<file path="config.mk">
export PLATFORM = sky130hd
export DESIGN_NAME = cu_stage_monitor_flat
export DESIGN_NICKNAME = d
export VERILOG_FILES = /design/src/rtl/cu_stage_monitor_if.sv /design/src/rtl/cu_stage_monitor.sv /design/src/flat_wrapper.sv
export SDC_FILE = /design/constraint.sdc
export NUM_CORES = 1
export LEC_CHECK = 0
export ABC_AREA = 1
export CORE_AREA = 5 5 84 86
export CTS_BUF_LIST = sky130_fd_sc_hd__clkbuf_4
export CTS_CLUSTER_SIZE = 16
export DETAILED_ROUTE_END_ITERATION = 8
export DIE_AREA = 0 0 89 91
export MAX_ROUTING_LAYER = met4
export PLACE_DENSITY_LB_ADDON = 0.2
export RECOVER_POWER = 100
export SYNTH_ARGS = -nofsm -noshare
export SYNTH_HDL_FRONTEND = slang
export SYNTH_SLANG_ARGS = --single-unit
</file>
<file path="constraint.sdc">
create_clock -name cpu_clk -period 2 [get_ports cpu_clk]
set_clock_uncertainty 0.2 [all_clocks]
set_input_delay 0.3 -clock cpu_clk [delete_from_list [all_inputs] [get_ports cpu_clk]]
set_output_delay 0.3 -clock cpu_clk [all_outputs]
set_load 0.03 [all_outputs]
</file>
<file path="src/rtl/cu_stage_monitor_if.sv">
// Stage-strobe bus between the CU sequencer and the stage monitor:
// the five stage strobes and error clear toward the monitor, status back.
interface cu_stage_monitor_if #(
   parameter int CNT_W = 16
);
   logic             IF_clk;
   logic             ID_clk;
   logic             ALU_clk;
   logic             MEM_clk;
   logic             BR_clk;
   logic             err_clr;
   logic [2:0]       stage_code;
   logic             retire;
   logic [CNT_W-1:0] instr_count;
   logic [CNT_W-1:0] cycle_count;
   logic             seq_err;
   logic [1:0]       err_kind;
   logic [2:0]       err_stage;

   modport master (
      output IF_clk, ID_clk, ALU_clk, MEM_clk, BR_clk, err_clr,
      input  stage_code, retire, instr_count, cycle_count, seq_err, err_kind, err_stage
   );

   modport slave (
      input  IF_clk, ID_clk, ALU_clk, MEM_clk, BR_clk, err_clr,
      output stage_code, retire, instr_count, cycle_count, seq_err, err_kind, err_stage
   );
endinterface

</file>
<file path="src/rtl/cu_stage_monitor.sv">
// Receive-side checker for the CU stage-strobe rotation IF->ID->ALU->MEM->BR->IF.
// Locks on an IF-only sample, counts retired instructions and tracked cycles,
// and latches the first protocol violation until err_clr.
module cu_stage_monitor #(
   parameter int CNT_W = 16
) (
   input  logic                 cpu_clk,
   input  logic                 reset,
   cu_stage_monitor_if.slave    bus
);
   typedef enum logic [1:0] {SYNC, TRACK, ERROR} state_t;

   localparam logic [4:0] OH_IF = 5'b10000;
   localparam logic [4:0] OH_ID = 5'b01000;

   state_t           state_q;
   logic [4:0]       exp_q;
   logic [2:0]       stage_code_q;
   logic             retire_q;
   logic [CNT_W-1:0] instr_q;
   logic [CNT_W-1:0] cycle_q;
   logic             seq_err_q;
   logic [1:0]       err_kind_q;
   logic [2:0]       err_stage_q;

   logic [4:0]       strobe_v;
   logic [4:0]       exp_d;
   logic [2:0]       exp_code;
   logic [1:0]       kind_d;
   logic [CNT_W-1:0] cycle_d;
   logic [CNT_W-1:0] instr_d;

   // Stage code 1..5 for a one-hot expected-stage vector (IF is the MSB).
   function automatic logic [2:0] code_of(input logic [4:0] oh);
      logic [2:0] c;
      case (oh)
         5'b10000: c = 3'd1;
         5'b01000: c = 3'd2;
         5'b00100: c = 3'd3;
         5'b00010: c = 3'd4;
         5'b00001: c = 3'd5;
         default:  c = 3'd0;
      endcase
      return c;
   endfunction

   // Decode the sampled strobes and precompute rotation, violation class and counter steps.
   always_comb begin
      strobe_v = {bus.IF_clk, bus.ID_clk, bus.ALU_clk, bus.MEM_clk, bus.BR_clk};
      exp_d    = {exp_q[0], exp_q[4:1]};
      exp_code = code_of(exp_q);
      if (strobe_v == 5'b00000)
         kind_d = 2'b01;
      else if ((strobe_v & (strobe_v - 5'd1)) != 5'b00000)
         kind_d = 2'b10;
      else
         kind_d = 2'b11;
      cycle_d  = (&cycle_q) ? cycle_q : cycle_q + 1'b1;
      instr_d  = instr_q + 1'b1;
   end

   // Monitor FSM: every status output is registered from the same sample edge.
   always_ff @(posedge cpu_clk or negedge reset) begin
      if (!reset) begin
         state_q      <= SYNC;
         exp_q        <= OH_IF;
         stage_code_q <= 3'd0;
         retire_q     <= 1'b0;
         instr_q      <= '0;
         cycle_q      <= '0;
         seq_err_q    <= 1'b0;
         err_kind_q   <= 2'b00;
         err_stage_q  <= 3'd0;
      end else begin
         retire_q <= 1'b0;
         case (state_q)
            SYNC: begin
               // The locking IF sample is the first tracked cycle.
               if (strobe_v == OH_IF) begin
                  state_q      <= TRACK;
                  stage_code_q <= 3'd1;
                  exp_q        <= OH_ID;
                  cycle_q      <= cycle_d;
               end
            end
            TRACK: begin
               if (strobe_v == exp_q) begin
                  stage_code_q <= exp_code;
                  exp_q        <= exp_d;
                  cycle_q      <= cycle_d;
                  if (exp_q[0]) begin
                     retire_q <= 1'b1;
                     instr_q  <= instr_d;
                  end
               end else begin
                  state_q      <= ERROR;
                  seq_err_q    <= 1'b1;
                  err_kind_q   <= kind_d;
                  err_stage_q  <= exp_code;
                  stage_code_q <= 3'd7;
               end
            end
            ERROR: begin
               // Counters deliberately survive the clear; only reset zeroes them.
               if (bus.err_clr) begin
                  state_q      <= SYNC;
                  exp_q        <= OH_IF;
                  seq_err_q    <= 1'b0;
                  err_kind_q   <= 2'b00;
                  err_stage_q  <= 3'd0;
                  stage_code_q <= 3'd0;
               end
            end
            default: begin
               state_q <= SYNC;
               exp_q   <= OH_IF;
            end
         endcase
      end
   end

   assign bus.stage_code  = stage_code_q;
   assign bus.retire      = retire_q;
   assign bus.instr_count = instr_q;
   assign bus.cycle_count = cycle_q;
   assign bus.seq_err     = seq_err_q;
   assign bus.err_kind    = err_kind_q;
   assign bus.err_stage   = err_stage_q;
endmodule

</file>
<file path="src/flat_wrapper.sv">
// flat-port wrapper written by rule: the top's interface ports become plain ports
module cu_stage_monitor_flat 
#(
   parameter int CNT_W = 16
)
  (cpu_clk, reset, bus_IF_clk, bus_ID_clk, bus_ALU_clk, bus_MEM_clk, bus_BR_clk, bus_err_clr, bus_stage_code, bus_retire, bus_instr_count, bus_cycle_count, bus_seq_err, bus_err_kind, bus_err_stage);
  cu_stage_monitor_if #(.CNT_W(CNT_W)) bus_i ();
  input  logic cpu_clk;
  input  logic reset;
  input wire logic [$bits(bus_i.IF_clk)-1:0] bus_IF_clk;
  input wire logic [$bits(bus_i.ID_clk)-1:0] bus_ID_clk;
  input wire logic [$bits(bus_i.ALU_clk)-1:0] bus_ALU_clk;
  input wire logic [$bits(bus_i.MEM_clk)-1:0] bus_MEM_clk;
  input wire logic [$bits(bus_i.BR_clk)-1:0] bus_BR_clk;
  input wire logic [$bits(bus_i.err_clr)-1:0] bus_err_clr;
  output wire logic [$bits(bus_i.stage_code)-1:0] bus_stage_code;
  output wire logic [$bits(bus_i.retire)-1:0] bus_retire;
  output wire logic [$bits(bus_i.instr_count)-1:0] bus_instr_count;
  output wire logic [$bits(bus_i.cycle_count)-1:0] bus_cycle_count;
  output wire logic [$bits(bus_i.seq_err)-1:0] bus_seq_err;
  output wire logic [$bits(bus_i.err_kind)-1:0] bus_err_kind;
  output wire logic [$bits(bus_i.err_stage)-1:0] bus_err_stage;
  assign bus_i.IF_clk = bus_IF_clk;
  assign bus_i.ID_clk = bus_ID_clk;
  assign bus_i.ALU_clk = bus_ALU_clk;
  assign bus_i.MEM_clk = bus_MEM_clk;
  assign bus_i.BR_clk = bus_BR_clk;
  assign bus_i.err_clr = bus_err_clr;
  assign bus_stage_code = bus_i.stage_code;
  assign bus_retire = bus_i.retire;
  assign bus_instr_count = bus_i.instr_count;
  assign bus_cycle_count = bus_i.cycle_count;
  assign bus_seq_err = bus_i.seq_err;
  assign bus_err_kind = bus_i.err_kind;
  assign bus_err_stage = bus_i.err_stage;
  cu_stage_monitor #(.CNT_W(CNT_W)) u_core (.cpu_clk(cpu_clk), .reset(reset), .bus(bus_i));
endmodule
</file>
Word-level counts from Yosys, hierarchy flattened

Cells that the tools add are included.

$add $sub $neg: 3
Eq/ne operators: 13
Mux-type cells: 29
Bitwise gates (word level): 1
Reductions and logical operators: 13

Operators by type and width:

| operator                                            | count |
|---|---|
| two-way mux 16 bit                                  | 3 |
| adder 16 x 1 -> 16 bit, second input constant       | 2 |
| one-hot mux 16 bit (2 select lines)                 | 1 |
| AND reduction 3 bit                                 | 6 |
| AND reduction 16 bit                                | 1 |
| two-way mux 5 bit                                   | 3 |
| one-hot mux 3 bit (5 select lines)                  | 1 |
| one-hot mux 5 bit (3 select lines)                  | 1 |
| two-way mux 3 bit                                   | 4 |
| equality test 5 bit, second input constant          | 2 |
| two-way mux 2 bit                                   | 5 |
| one-hot mux 3 bit (3 select lines)                  | 1 |
| two-way mux 1 bit                                   | 6 |
| one-hot mux 2 bit (3 select lines)                  | 1 |
| one-hot mux 3 bit (2 select lines)                  | 1 |
| AND 5 bit                                           | 1 |
| equality test 5 x 1 -> 1 bit, second input constant | 1 |
| equality test 5 x 2 -> 1 bit, second input constant | 1 |
| equality test 5 x 3 -> 1 bit, second input constant | 1 |
| equality test 5 x 4 -> 1 bit, second input constant | 1 |
| equality test 5 bit                                 | 1 |
| logical NOT 5 bit                                   | 1 |
| nonzero test 5 bit                                  | 1 |
| subtractor 5 x 1 -> 5 bit, second input constant    | 1 |
| other kinds (9)                                     | 12 |

Register bits: 49
Input port bits: 8

Longest topological paths before layout

Depth in word-level cells: 7
Depth in mapped cells: 10
Mapped depth without buffers: 10

Worst setup path after synthesis

OpenSTA, ideal clock, no wires.

Path type: register to register
Start: register u_core.cycle_q[0], in the netlist u_core.bus.cycle_count[0]
End: register u_core.cycle_q[3], in the netlist u_core.bus.cycle_count[3]
Setup time: 119 ps
Arrival time: 1683 ps
Required time: 1681 ps
Slack: -2 ps
Stages on the path, launching flop included: 10
Buffers on the path: 1
Period minus slack after synthesis: 2002 ps
Cells stage by stage: dfrtp_1 ha_1 nand3_2 nor2_4 nand2_1 nor2_2 nand2_2 buf_2 nand4_1 nand2_1

Word-level cells in the longest chain between the ends: 4
Elaborated cells between the ends (all ways): 6
Those cells by class: 1 x add/sub; 4 x mux; 1 x reduce/logical

RTL lines:

| element                                                        | line                                           | text |
|---|---|---|
| start: declaration                                             | cu_stage_monitor.sv:21                         | `logic [CNT_W-1:0] cycle_q;` |
| start signal: assignment                                       | cu_stage_monitor.sv:83                         | `cycle_q <= cycle_d;` |
| start signal: assignment                                       | cu_stage_monitor.sv:90                         | `cycle_q <= cycle_d;` |
| adder 16 x 1 -> 16 bit or AND reduction 16 bit (tied branches) | cu_stage_monitor.sv:58                         | `cycle_d = (&cycle_q) ? cycle_q : cycle_q + 1'b1;` |
| two-way mux 16 bit *                                           | cu_stage_monitor.sv:58                         |  |
| two-way mux 16 bit (on tied branches)                          | cu_stage_monitor.sv:87, cu_stage_monitor.sv:79 |  |
| one-hot mux 16 bit (2 select lines) *                          | cu_stage_monitor.sv:76                         | `case (state_q)` |

Every way passes the cells marked *; elsewhere a longest branch is shown, timed or not. The select of a mux whose other input is x is not followed.
A chain may end at the register's enable or synchronous reset.

Final worst setup path

Start: register u_core.instr_q[4], in the netlist u_core.bus.instr_count[4]
End: output bus_instr_count[4]

RTL lines:

| element                  | line                   | text |
|---|---|---|
| start: declaration       | cu_stage_monitor.sv:20 | `logic [CNT_W-1:0] instr_q;` |
| start signal: assignment | cu_stage_monitor.sv:93 | `instr_q <= instr_d;` |
| end: declaration         | flat_wrapper.sv:18     | `output wire logic [$bits(bus_i.instr_count)-1:0] bus_instr_count;` |

No word-level cell between the ends.

==> impl_metrics.env <==
export IMPL_result_of_the_run="finished clean"
export IMPL_cts_max_path_buffers=2
export IMPL_syn_inst=409
export IMPL_drt_vias_per_instance=5.08
export IMPL_p_sw_mw=1.57
export IMPL_slew_headroom_pct=33.1
export IMPL_num_nets_final=488
export IMPL_timing_critical_path_required_ps=1500
export IMPL_grt_util_all_layers_pct=18.4
export IMPL_biggest_fanout_along_the_worst_timing_path=3
export IMPL_reg2reg_from="u_core.exp_q[4]$_DFFE_PN1P_"
export IMPL_critical_path_class="reg -> out"
export IMPL_netlist_area_leader_share_pct=39.9
export IMPL_crit_path_end_kind="primary output"
export IMPL_clock_sink_count=49
export IMPL_synthesis_yosys_warnings=0
export IMPL_detail_route_antenna_nets=0
export IMPL_setup_viol_count_final=0
export IMPL_path_buf_inv=1
export IMPL_min_period_ps=1940
export IMPL_setup_repair_after_global_routing_missed_its_margin="false"
export IMPL_hold_path_startpoint="u_core.bus.seq_err$_DFFE_PN0P_"
export IMPL_yosysTopAreaCell="dfrtp_1"
export IMPL_detailedPlacementHpwl_um=5320
export IMPL_die_width_um=89
export IMPL_post_synth_cell_area_avg_sq_um=7.37
export IMPL_vias=2808
export IMPL_grt_pass1_vias=2617
export IMPL_power_frac_clock_pct=13.1
export IMPL_final_cell_count_no_fill=553
export IMPL_clk_root_buffer_cell="clkbuf_4"
export IMPL_initial_utilization_pct=48.6
export IMPL_critical_path_reg2reg_endpoint="u_core.exp_q[4]$_DFFE_PN1P_"
export IMPL_reg2reg_depth=9
export IMPL_worstHoldPathType="reg -> reg"
export IMPL_timing_critical_path_cells="clkdlybuf4s50_1"
export IMPL_ys_top_cells_by_area="dfrtp_1 40%, nand2_1 20%, nand4_1 5.6%"
export IMPL_ys_ff_latch=49
export IMPL_antenna_found_initial=0
export IMPL_std_cell_rows=29
export IMPL_vdd_drop_max_mv=0.845
export IMPL_grt_max_degree=26
export IMPL_power_total_mw=3.49
export IMPL_placement_io_buffers=49
export IMPL_post_synth_num_cell_types=29
export IMPL_worst_hold_path_num_cells=2
export IMPL_async_flop_share_pct=100
export IMPL_timing_reg2reg_setup_slack_ps=120
export IMPL_totalWireLength_um=6900
export IMPL_postSynthNetCount=422
export IMPL_whs_ps=293
export IMPL_combPwrFrac_pct=49.0
export IMPL_post_route_cells_drive_above_1_share_pct=8.19
export IMPL_die_area_sq_um=8100
export IMPL_power_leakage_nw=1.85
export IMPL_timing_final_max_slew_violations=0
export IMPL_coreArea_sq_um=6200
export IMPL_drtPass1Iterations=4
export IMPL_slowest_library_cell_on_the_worst_path="clkdlybuf4s50_1"
export IMPL_die_height_um=91
export IMPL_diodes=0
export IMPL_post_place_cells=544
export IMPL_cts_clk_slew_worst_paths_ps=140
export IMPL_post_route_period_util_pct=97.1
export IMPL_area_growth_synth_to_final_pct=21.7
export IMPL_synth_area_sq_um=3010
export IMPL_timing_critical_path_slowest_cell_delay_ps=680
export IMPL_finalWeightedCongestion=0.839
export IMPL_power_per_cell_area_nw_per_um2=952
export IMPL_synth_most_common_cell="nand2_1"
export IMPL_power_switching_fraction_pct=44.9
export IMPL_cts_tree="yes"
export IMPL_hold_violations=0
export IMPL_timing_worst_slew_pin_value_ps=1000
export IMPL_cts_htree_levels=2
export IMPL_synthTopCellsByCount="160 x nand2_1, 48 x dfrtp_1, 39 x inv_1"
export IMPL_arrival_ps=1440
export IMPL_post_route_drc_count=0
export IMPL_seqPwrFrac_pct=37.9
export IMPL_numCtsBuffers=5
export IMPL_insertion_delay_ps=360
export IMPL_fin_ws_ps=57.9
export IMPL_post_place_setup_slack_ps=-137
export IMPL_kind_of_start_point_of_the_critical_path="flip-flop"
export IMPL_whs_endpoint="u_core.bus.seq_err$_DFFE_PN0P_"
export IMPL_proportion_of_synthesized_chip_area_in_sequential_cells_pct=40.7
export IMPL_grt_ovfl_total=0
export IMPL_maxCapViolations=0
export IMPL_cp_top_family="buffers and inverters"
export IMPL_synth_ff_type="dfrtp_1"
export IMPL_first_pass_grt_wire_length_um=11900
export IMPL_wl_per_cell_um=12.5
export IMPL_fmaxAchievable_mhz=515
export IMPL_pin_count=50
export IMPL_count_of_flip_flops_with_a_built_in_enable_after_synthesis=0
export IMPL_p_int_mw=1.92
export IMPL_number_of_design_rule_violations_left_by_the_first_detailed_router_iteration=110
export IMPL_post_cts_setup_buffer_count=0
-- cell type report --
class,count,area (sq um)
Clock buffer,7,52.6
Clock inverter,1,3.75
Fill cell,618,2540
Inverter,43,161
Multi-Input combinational cell,307,1540
Sequential cell,49,1230
Tap cell,77,96.3
Timing Repair Buffer,69,587
-- cells by family (layout without fill, tap and decap cells) --
kind of cell             Yosys count  in the layout  synth area share [%]
AO/OA/AOI/OAI                     24             24                  4.36
XOR/XNOR                          22             22                  6.40
adder cells (fa/ha/maj)            5              5                  2.08
buffers and inverters             53            120                  8.26
flip-flops                        49             49                  40.7
AND/OR/NAND/NOR                  256            256                  38.2
-- flip-flops by register name, indices dropped and copies added (netlist names) --
register	flops
u_core.bus.cycle_count	16
u_core.bus.instr_count	16
u_core.state_q	2
u_core.bus.retire	1
u_core.bus.stage_code	3
u_core.bus.err_kind	2
u_core.exp_q	5
u_core.bus.err_stage	3
u_core.bus.seq_err	1
-- power by group through the flow --
| stage | combinational, mW | sequential [mW] | clock (mW) |
|---|---|---|---|
| after floorplan | 1.02 | 1.56 | 0 |
| after global placement | 1.76 | 1.34 | 0 |
| after detailed placement | 1.79 | 1.34 | 0 |
| after CTS | 1.77 | 1.32 | 0.477 |
| after global routing | 1.90 | 1.35 | 0.518 |
| final | 1.71 | 1.32 | 0.458 |
-- metrics by stage --
step / utilization (%) / instance area, sq um / TNS (ps)
6_report: 59.1 / 3670 / 0
5_1_grt: 59.1 / 3670 / 0
4_1_cts: 60.0 / 3720 / 0
3_5_place_dp: 59.4 / 3690 / -2820
3_3_place_gp: 59.4 / 3690 / -1840
2_1_floorplan: - / 3010 / 0
-- worst reg2reg max path, delay by kind of cell, from the launching register on --
kind / cells / cell delay [ps]
compound gates: 1 / 170
buf+inv: 2 / 220
flops: 1 / 610
simple gates: 6 / 600
-- placed cells by master (no fill, tap or decap), drive strengths merged, types with 4 or more instances in the layout --
| cell type | n |
|---|---|
| inv | 43 |
| dfrtp | 48 |
| xnor2 | 10 |
| clkdlybuf4s50 | 18 |
| nand3 | 23 |
| nand2 | 163 |
| nand4 | 27 |
| ha | 5 |
| nor2 | 33 |
| o21ai | 20 |
| clkbuf | 20 |
| nor3 | 7 |
| xor2 | 12 |
| buf | 12 |
| dlygate4sd2 | 25 |
| a21oi | 4 |
-- per-layer routing --
metal	track usage, %	wire length, um	vias up
met5	-	0	-
met4	2.98	53	0
met3	3.08	363	5
met2	29.8	3430	63
met1	24.8	3060	1307
li1	-	-	1433
-- worst max-delay path by stage --
stage,end,from,cells after the start,slack (ps)
2_1_floorplan,u_core.bus.cycle_count[3]$_DFFE_PN0P_,u_core.bus.cycle_count[1]$_DFFE_PN0P_,9,10
3_3_place_gp,u_core.bus.cycle_count[3]$_DFFE_PN0P_,bus_ALU_clk,9,-100
3_5_place_dp,u_core.state_q[1]$_DFFE_PN0P_,bus_ID_clk,11,-140
4_1_cts,bus_instr_count[13],u_core.bus.instr_count[13]$_DFFE_PN0P_,1,1
5_1_grt,u_core.exp_q[0]$_DFFE_PN0P_,u_core.exp_q[4]$_DFFE_PN1P_,10,6
6_report,bus_instr_count[4],u_core.bus.instr_count[4]$_DFFE_PN0P_,1,60
-- what timing repair did --
item,in CTS,in global routing
hold endpoints to repair,32,0
resized for setup,25,5
hold buffers,1,0
setup endpoints to repair,25,5
Note: power is estimated with default switching activity, not from simulation.
